<file path="config.mk">
export PLATFORM = sky130hd
export DESIGN_NAME = non_stop_etc_multilane
export DESIGN_NICKNAME = d
export VERILOG_FILES = /design/src/rtl/non_stop_etc_multilane.sv
export SDC_FILE = /design/constraint.sdc
export NUM_CORES = 1
export LEC_CHECK = 0
export BUFFER_PORTS_ARGS = -buffer_cell sky130_fd_sc_hd__buf_2
export CELL_PAD_IN_SITES_DETAIL_PLACEMENT = 0
export CELL_PAD_IN_SITES_GLOBAL_PLACEMENT = 1
export CORE_MARGIN = 2
export CORE_UTILIZATION = 35
export CTS_BUF_LIST = sky130_fd_sc_hd__clkbuf_4 sky130_fd_sc_hd__clkbuf_8 sky130_fd_sc_hd__clkbuf_16
export DETAILED_ROUTE_END_ITERATION = 10
export GPL_TIMING_DRIVEN = 0
export HOLD_SLACK_MARGIN = 0.05
export PLACE_DENSITY = 0.72
export REMOVE_ABC_BUFFERS = 1
export SYNTH_ARGS = -nofsm -noshare
export SYNTH_HDL_FRONTEND = slang
export SYNTH_SLANG_ARGS = --single-unit
</file>
<file path="constraint.sdc">
create_clock -name clk -period 2.7 [get_ports clk]
set_input_delay 0.27 -clock clk [delete_from_list [all_inputs] [get_ports clk]]
set_output_delay 0.27 -clock clk [all_outputs]
set_load 0.01 [all_outputs]
</file>
<file path="src/rtl/non_stop_etc_multilane.sv">
// Multi-lane non-stop ETC controller: each lane queues reader verdicts between
// the E-pass reader and the barrier, with operator override, closing gap and statistics.
module non_stop_etc_multilane #(
  parameter int LANES     = 4,
  parameter int DEPTH     = 4,
  parameter int CNT_W     = 16,
  parameter int CLOSE_GAP = 3,
  parameter int LVL_W     = $clog2(DEPTH) + 1
) (
  input  logic                   clk,
  input  logic                   reset,
  input  logic [LANES-1:0]       sensor1,
  input  logic [LANES-1:0]       sensor2,
  input  logic [LANES-1:0]       sensor3,
  input  logic [2*LANES-1:0]     valid_Epass,
  input  logic [LANES-1:0]       enable,
  output logic [LANES-1:0]       barrier,
  output logic [LANES-1:0]       low_bal,
  output logic [LANES-1:0]       err,
  output logic [LVL_W*LANES-1:0] q_level,
  output logic [LVL_W*LANES-1:0] occ,
  output logic [CNT_W*LANES-1:0] pass_cnt,
  output logic [CNT_W*LANES-1:0] fail_cnt
);

  localparam int PTR_W = $clog2(DEPTH);
  localparam int GAP_W = (CLOSE_GAP < 1) ? 1 : $clog2(CLOSE_GAP + 1);
  localparam logic [LVL_W-1:0] OCC_MAX = {LVL_W{1'b1}};
  localparam logic [CNT_W-1:0] CNT_MAX = {CNT_W{1'b1}};

  for (genvar i = 0; i < LANES; i++) begin : g_lane
    logic             s1_q, s2_q, s3_q, en_q;
    logic [1:0]       cap_q, cap_d;
    logic [1:0]       mem_q [DEPTH];
    logic [1:0]       mem_d [DEPTH];
    logic [PTR_W-1:0] rd_q, rd_d, wr_q, wr_d;
    logic [LVL_W-1:0] lvl_q, lvl_d, occ_q, occ_d;
    logic [GAP_W-1:0] gap_q, gap_d;
    logic [CNT_W-1:0] pc_q, pc_d, fc_q, fc_d;
    logic             bar_q, bar_d, err_q, err_d;
    logic [1:0]       code, head, entry;
    logic             s1_rise, s2_fall, s3_fall, en_rise;
    logic             empty, full, ovr, pop, push, head_pass_eff, occ_unf;

    // Queue entries are {pass, low}; head decisions use the state at the start of the cycle
    always_comb begin
      code          = valid_Epass[2*i +: 2];
      s1_rise       = sensor1[i] & ~s1_q;
      s2_fall       = s2_q & ~sensor2[i];
      s3_fall       = s3_q & ~sensor3[i];
      en_rise       = enable[i] & ~en_q;
      empty         = (lvl_q == {LVL_W{1'b0}});
      full          = (lvl_q == LVL_W'(DEPTH));
      head          = mem_q[rd_q];
      ovr           = en_rise & ~empty & ~head[1];
      head_pass_eff = head[1] | ovr;
      pop           = s3_fall & ~empty;
      push          = s2_fall & (~full | pop);
      entry         = {cap_q[1], (cap_q == 2'b11)};
      occ_unf       = 1'b0;
      occ_d         = occ_q;
      lvl_d         = lvl_q;

      cap_d = s2_fall ? 2'b00 :
              ((sensor2[i] & (cap_q == 2'b00) & (code != 2'b00)) ? code : cap_q);

      // A push into the slot being popped must win over an override of that same slot
      for (int j = 0; j < DEPTH; j++) begin
        mem_d[j] = (push && (wr_q == PTR_W'(j))) ? entry :
                   ((ovr && (rd_q == PTR_W'(j))) ? 2'b10 : mem_q[j]);
      end

      rd_d = pop  ? rd_q + PTR_W'(1) : rd_q;
      wr_d = push ? wr_q + PTR_W'(1) : wr_q;

      case ({push, pop})
        2'b10:   lvl_d = lvl_q + LVL_W'(1);
        2'b01:   lvl_d = lvl_q - LVL_W'(1);
        default: lvl_d = lvl_q;
      endcase

      case ({s1_rise, s3_fall})
        2'b10:   occ_d = (occ_q == OCC_MAX) ? occ_q : occ_q + LVL_W'(1);
        2'b01: begin
          occ_d   = (occ_q == {LVL_W{1'b0}}) ? occ_q : occ_q - LVL_W'(1);
          occ_unf = (occ_q == {LVL_W{1'b0}});
        end
        default: occ_d = occ_q;
      endcase

      pc_d = (pop & head_pass_eff & (pc_q != CNT_MAX)) ? pc_q + CNT_W'(1) : pc_q;
      fc_d = (pop & ~head_pass_eff & (fc_q != CNT_MAX)) ? fc_q + CNT_W'(1) : fc_q;

      gap_d = pop ? GAP_W'(CLOSE_GAP) :
              ((gap_q != GAP_W'(0)) ? gap_q - GAP_W'(1) : gap_q);
      bar_d = s3_fall ? 1'b0 : (~empty & head[1] & (gap_q == GAP_W'(0)));
      err_d = err_q | (s2_fall & full & ~pop) | (s3_fall & empty) | occ_unf;
    end

    // Lane state register
    always_ff @(posedge clk) begin
      if (reset) begin
        s1_q  <= 1'b0;
        s2_q  <= 1'b0;
        s3_q  <= 1'b0;
        en_q  <= 1'b0;
        cap_q <= 2'b00;
        rd_q  <= {PTR_W{1'b0}};
        wr_q  <= {PTR_W{1'b0}};
        lvl_q <= {LVL_W{1'b0}};
        occ_q <= {LVL_W{1'b0}};
        gap_q <= {GAP_W{1'b0}};
        pc_q  <= {CNT_W{1'b0}};
        fc_q  <= {CNT_W{1'b0}};
        bar_q <= 1'b0;
        err_q <= 1'b0;
        for (int j = 0; j < DEPTH; j++) mem_q[j] <= 2'b00;
      end else begin
        s1_q  <= sensor1[i];
        s2_q  <= sensor2[i];
        s3_q  <= sensor3[i];
        en_q  <= enable[i];
        cap_q <= cap_d;
        rd_q  <= rd_d;
        wr_q  <= wr_d;
        lvl_q <= lvl_d;
        occ_q <= occ_d;
        gap_q <= gap_d;
        pc_q  <= pc_d;
        fc_q  <= fc_d;
        bar_q <= bar_d;
        err_q <= err_d;
        for (int j = 0; j < DEPTH; j++) mem_q[j] <= mem_d[j];
      end
    end

    assign barrier[i]                  = bar_q;
    assign low_bal[i]                  = ~empty & head[1] & head[0];
    assign err[i]                      = err_q;
    assign q_level[i*LVL_W +: LVL_W]   = lvl_q;
    assign occ[i*LVL_W +: LVL_W]       = occ_q;
    assign pass_cnt[i*CNT_W +: CNT_W]  = pc_q;
    assign fail_cnt[i*CNT_W +: CNT_W]  = fc_q;
  end

endmodule

</file>
* Yosys cells after proc, flatten, opt, wreduce, memory -nomap -nowiden
Memories as Yosys holds them, arrays and structs flattened. A register that Yosys moved wholly into a read port is not among the register bits.
Index checks and enable logic that the tools add are counted.
** Storage, ports and cells
- Bits in read-only memories :: 0
- Register bits :: 208
- Bits in writable memories :: 32
- Input port bits :: 26
- Word-level logic and storage cells :: 523
- Latch bits :: 0
- Memories :: 4
** Memory list
- g_lane[0].mem_q :: words 4, width 2, rd ports 1, clocked after Yosys merged registers in 1, wr ports 4, RTL line 34 : logic [1:0] mem_q [DEPTH];
- g_lane[1].mem_q :: words 4, width 2, rd ports 1, clocked after Yosys merged registers in 1, wr ports 4, RTL line 34
- g_lane[2].mem_q :: words 4, width 2, rd ports 1, clocked after Yosys merged registers in 1, wr ports 4, RTL line 34
- g_lane[3].mem_q :: words 4, width 2, rd ports 1, clocked after Yosys merged registers in 1, wr ports 4, RTL line 34
** Cells by class
- Add/sub/neg operators :: 36
- Shift operators :: 0
- Mux-type cells :: 87
- Bitwise logic cells :: 152
- Multipliers :: 0
- Order comparisons :: 0
- Div/mod/pow operators :: 0
- Reduce and logical (&&, ||, !) cells :: 104
- Eq/ne operators :: 84
** Operators with widths (count)
- $add A16 B1 Y16 const B :: 8
- $mux W2 :: 64
- $ne A16 B16 Y1 const B :: 8
- $and A1 B1 Y1 :: 80
- $eq A2 B2 Y1 const B :: 28
- $ne A2 B2 Y1 const B :: 24
- $pmux W3 S2 :: 8
- $reduce_bool A2 Y1 :: 20
- $not A1 Y1 :: 36
- $or A1 B1 Y1 :: 36
- $eq A2 B1 Y1 const B :: 16
- $logic_and A1 B1 Y1 :: 32
- $logic_not A2 Y1 :: 16
- $reduce_and A2 Y1 :: 16
- $add A3 B1 Y3 const B :: 8
- $eq A3 B3 Y1 const B :: 8
- $logic_not A3 Y1 :: 8
- $mux W3 :: 8
- $sub A3 B1 Y3 const B :: 8
- $add A2 B1 Y2 const B :: 8
- $reduce_or A2 Y1 :: 8
- $reduce_and A3 Y1 :: 4
- $sub A2 B1 Y2 const B :: 4
- $mux W1 :: 7

* Longest topological paths before layout
- Depth in word-level cells :: 9
- Gate-level depth with buffers :: 9

* Least setup slack after synthesis
No wires, ideal clock.
- Path kind :: reg2reg
- Start point :: reg with a tool-made name
- End point :: reg g_lane[3].fc_q[5]
- Period minus slack after synthesis :: 2.479 ns
- Setup time :: 0.070 ns
- Buffers on the path :: 1
- Data arrival time :: 2.409 ns
- Stages on the path, launching flop included :: 7
- Required time :: 2.630 ns
- Path slack :: 0.221 ns
- Cell sequence :: dfxtp_1 mux4_2 or4_1 buf_2 or2_4 or4_1 a21oi_1
** RTL lines
- to (signal assigned) :: RTL line 114 : fc_q <= {CNT_W{1'b0}};
- to (decl) :: RTL line 39 : logic [CNT_W-1:0] pc_q, pc_d, fc_q, fc_d;

==> results.cfg <==
[outcome]
outcome = complete, no violations

[place]
io_buffers = 189
place_congestion = 0.790
dp_hpwl_um = 22200
dpl-instance-area_um2 = 14000
place_inst = 2038

[cells_and_area]
fin_nets = 1716
stdcell_count = 2119
utilization = 0.432
fillers = 3580
num_antenna_cells = 0
syn_to_final_growth_pct = 21.1
stdcell_area_um2 = 15400
drive_above_1_share = 0.176

[timing]
fin_crit_sh = 0.958
min_period_ps = 2590
hold_violations = 0
drv_slew = 0
finClkSkew_ps = 10.0
finalSetupViolCount = 0
slew_headroom = 0.200
fmax_ghz = 0.386
worst_slew_pin_slew_ps = 1190
rsz0062_at_grt = false

[synthesis]
synth-compound-area-share = 0.143
yosysSeqAreaShare = 0.415
synth_top_area_frac = 0.339
synth-adder-area-share = 0.0597
synth_ff_type = dfxtp_1
ys_top_cells_by_area = dfxtp_1 34%, edfxtp_1 7.5%, a21oi_1 4.8%
synth_top_family_by_area = simple AND/OR/NAND/NOR gates
synth_edf_count = 32
synth_xor_area_frac = 0.0330
synth.yosys.warnings = 0
netlist_instances = 1448
netlist_area_um2 = 12700
avgSynthCellArea_um2 = 8.80
yosys_register_bits = 248
synthMuxAreaShare = 0.0443
synthSimpleGateAreaFrac = 0.265
ys_types = 65
synth_area_leader_cell = dfxtp_1
async_reset_ff_frac = 0

[setup_path]
worstSetupEndpointType = register
worst-setup-path-type = reg -> reg
critPathLaunchType = register
path_max_fanout = 9
arrival_ps = 3070
cp_data_required_time_ps = 3180

[route]
topRoutingLayerUsed = met4
met2_length_um = 15200
ant_nets = 0
wl_met3_um = 1180
drtIter0Drc = 586
drt-total-wl_um = 32100
drt-pass1-iter-count = 4
drc = 0
avgViaCountPerCell = 5.32
m1WireLength_um = 15100
wl_per_cell_um = 15.2
via_count = 11300

[power_and_ir_drop]
power_leakage_uw = 0.00588
total_power_uw = 9260
power_density_nw_per_um2 = 600
peakVddDrop_mv = 0.501

[global_routing]
grt_pass1_vias = 10600
overflow = 0
grt_max_degree = 124
antenna_found_initial = 0
gr-usage-all-layers = 0.166
grt_pass1_wl_um = 53400

[worst_hold_path]
hp-class = in -> reg

[clock_tree]
insertion_delay_ps = 560
cts_buffers = 30
cts-root-buf = clkbuf_16
clk_pin_slew_ps = 60
cts-htree-levels = 1
cts_max_path_buffers = 3
cts_tree = done
cts_sinks = 248

[floorplan]
die_w_um = 195
die-area_um2 = 38000
dieHeight_um = 195
rows = 69
core_um2 = 35700
ios = 190
start_util = 0.357

[flow_run]
drv_cap = 0
[where the power goes]
| group | leakage [µW] | internal [µW] | total, µW | switching, µW |
|---|---|---|---|---|
| Combinational | 0.00325 | 373 | 826 | 453 |
| Clock | 0.000548 | 2850 | 4470 | 1620 |
| Sequential | 0.00208 | 3870 | 3970 | 96.6 |
[layer usage]
| metal | track usage | vias up |
|---|---|---|
| met3 | 0.0297 | 43 |
| met4 | 0.0418 | 0 |
| met2 | 0.283 | 182 |
| li1 | - | 5699 |
| met1 | 0.217 | 5354 |
| met5 | 0 | - |
[per-stage QoR]
step	hold slack, ps	setup TNS [ps]	setup slack [ps]
floorplan	337	0	199
global placement	467	-534050	-4800
detailed placement	480	-1150	-167
CTS	64.0	0	15.2
global route	94.9	0	8.85
finish	111	0	112
[flip-flops by register name, summed over array words and instances, names as in the netlist, named ones only]
name,count
g_lane.fc_q,64
g_lane.pc_q,64
g_lane.mem_q,32
g_lane.lvl_q,12
g_lane.occ_q,12
g_lane.cap_q,8
g_lane.gap_q,8
g_lane.rd_q,8
g_lane.wr_q,8
g_lane.bar_q,4
g_lane.en_q,4
g_lane.err_q,4
g_lane.s1_q,4
g_lane.s2_q,4
g_lane.s3_q,4
[worst max-delay path, cell delays in order (launching register included)]
cell	delay, ps
dfxtp_2	390
mux4_2	570
or4_4	620
or2_4	310
or4_1	470
a21oi_1	150
[path summary, 6_finish.rpt]
path | cells past startpoint | slack [ps] | start | end
worst min-delay path | 5 | 110 | valid_Epass[5] | g_lane[2].cap_q[1]
worst min register to register | 2 | 480 | g_lane[0].pc_q[1] | g_lane[0].pc_q[1]
worst max register to register | 5 | 110 | register | g_lane[3].fc_q[5]
worst max-delay path | 5 | 110 | register | g_lane[3].fc_q[5]
[Yosys cell counts, types with 4 or more instances]
cell and n:
dfxtp_1 216, nor2_1 126, a21oi_1 122, nand2_1 117, nand3_1 73, inv_1 66, clkbuf_1 50, ha_1 48
nor3_1 42, o21ai_0 42, nor2b_1 41, xnor2_1 37, or3_1 35, edfxtp_1 32, nand4_1 32, or4_1 30
nor4_1 27, o31ai_1 27, and2_1 24, and4_1 24, mux2_2 24, and3_1 22, nand2b_1 15, mux2i_1 11
xor2_1 11, a21o_1 10, a31oi_1 10, a211oi_1 8, buf_4 8, fa_1 8, nor4b_1 8, a311oi_1 7
a41o_1 7, mux4_2 7, o311ai_0 6, o41ai_1 6, a32oi_1 5, a41oi_1 5, or2_2 5, a2111oi_0 4
nor3b_1 4, o21a_1 4, o22ai_1 4
[cell families after synthesis]
group | Yosys count
AOI/OAI and AO/OA | 289
xor gates and xnor gates | 48
DFF | 248
buffers and inverters | 128
and+or+nand+nor | 636
muxes | 43
adders and majority gates | 56
[final cells by class]
| cell class | instances | area, µm² | share of cell area |
|---|---|---|---|
| inverters | 66 | 248 | 0.0160 |
| clock inverters | 20 | 277 | 0.0179 |
| repair buffers | 216 | 1240 | 0.0804 |
| well taps | 461 | 577 | 0.0374 |
| clock buffers | 36 | 832 | 0.0539 |
| flip-flops and latches | 248 | 5290 | 0.342 |
| multi-input cells | 1072 | 6980 | 0.452 |
[placed cells by master, fill, tap and decap left out, types with 35 or more instances in the layout]
master / count
or3_1: 35
ha_1: 48
o21ai_0: 42
xnor2_1: 37
buf_2: 188
dfxtp_1: 215
nand2_1: 117
inv_1: 65
a21oi_1: 122
nor2b_1: 41
nor2_1: 125
nor3_1: 42
nand3_1: 72
[what timing repair did]
| item | in CTS | in global routing |
|---|---|---|
| pin swaps | 0 | 0 |
| hold buffers | 25 | 0 |
| gates resized for setup | 1 | 6 |
| endpoints found under the setup margin | 9 | 11 |
| setup buffers | 0 | 0 |
| endpoints found under the hold margin | 23 | 0 |
Power figures use the tool's default switching activity.
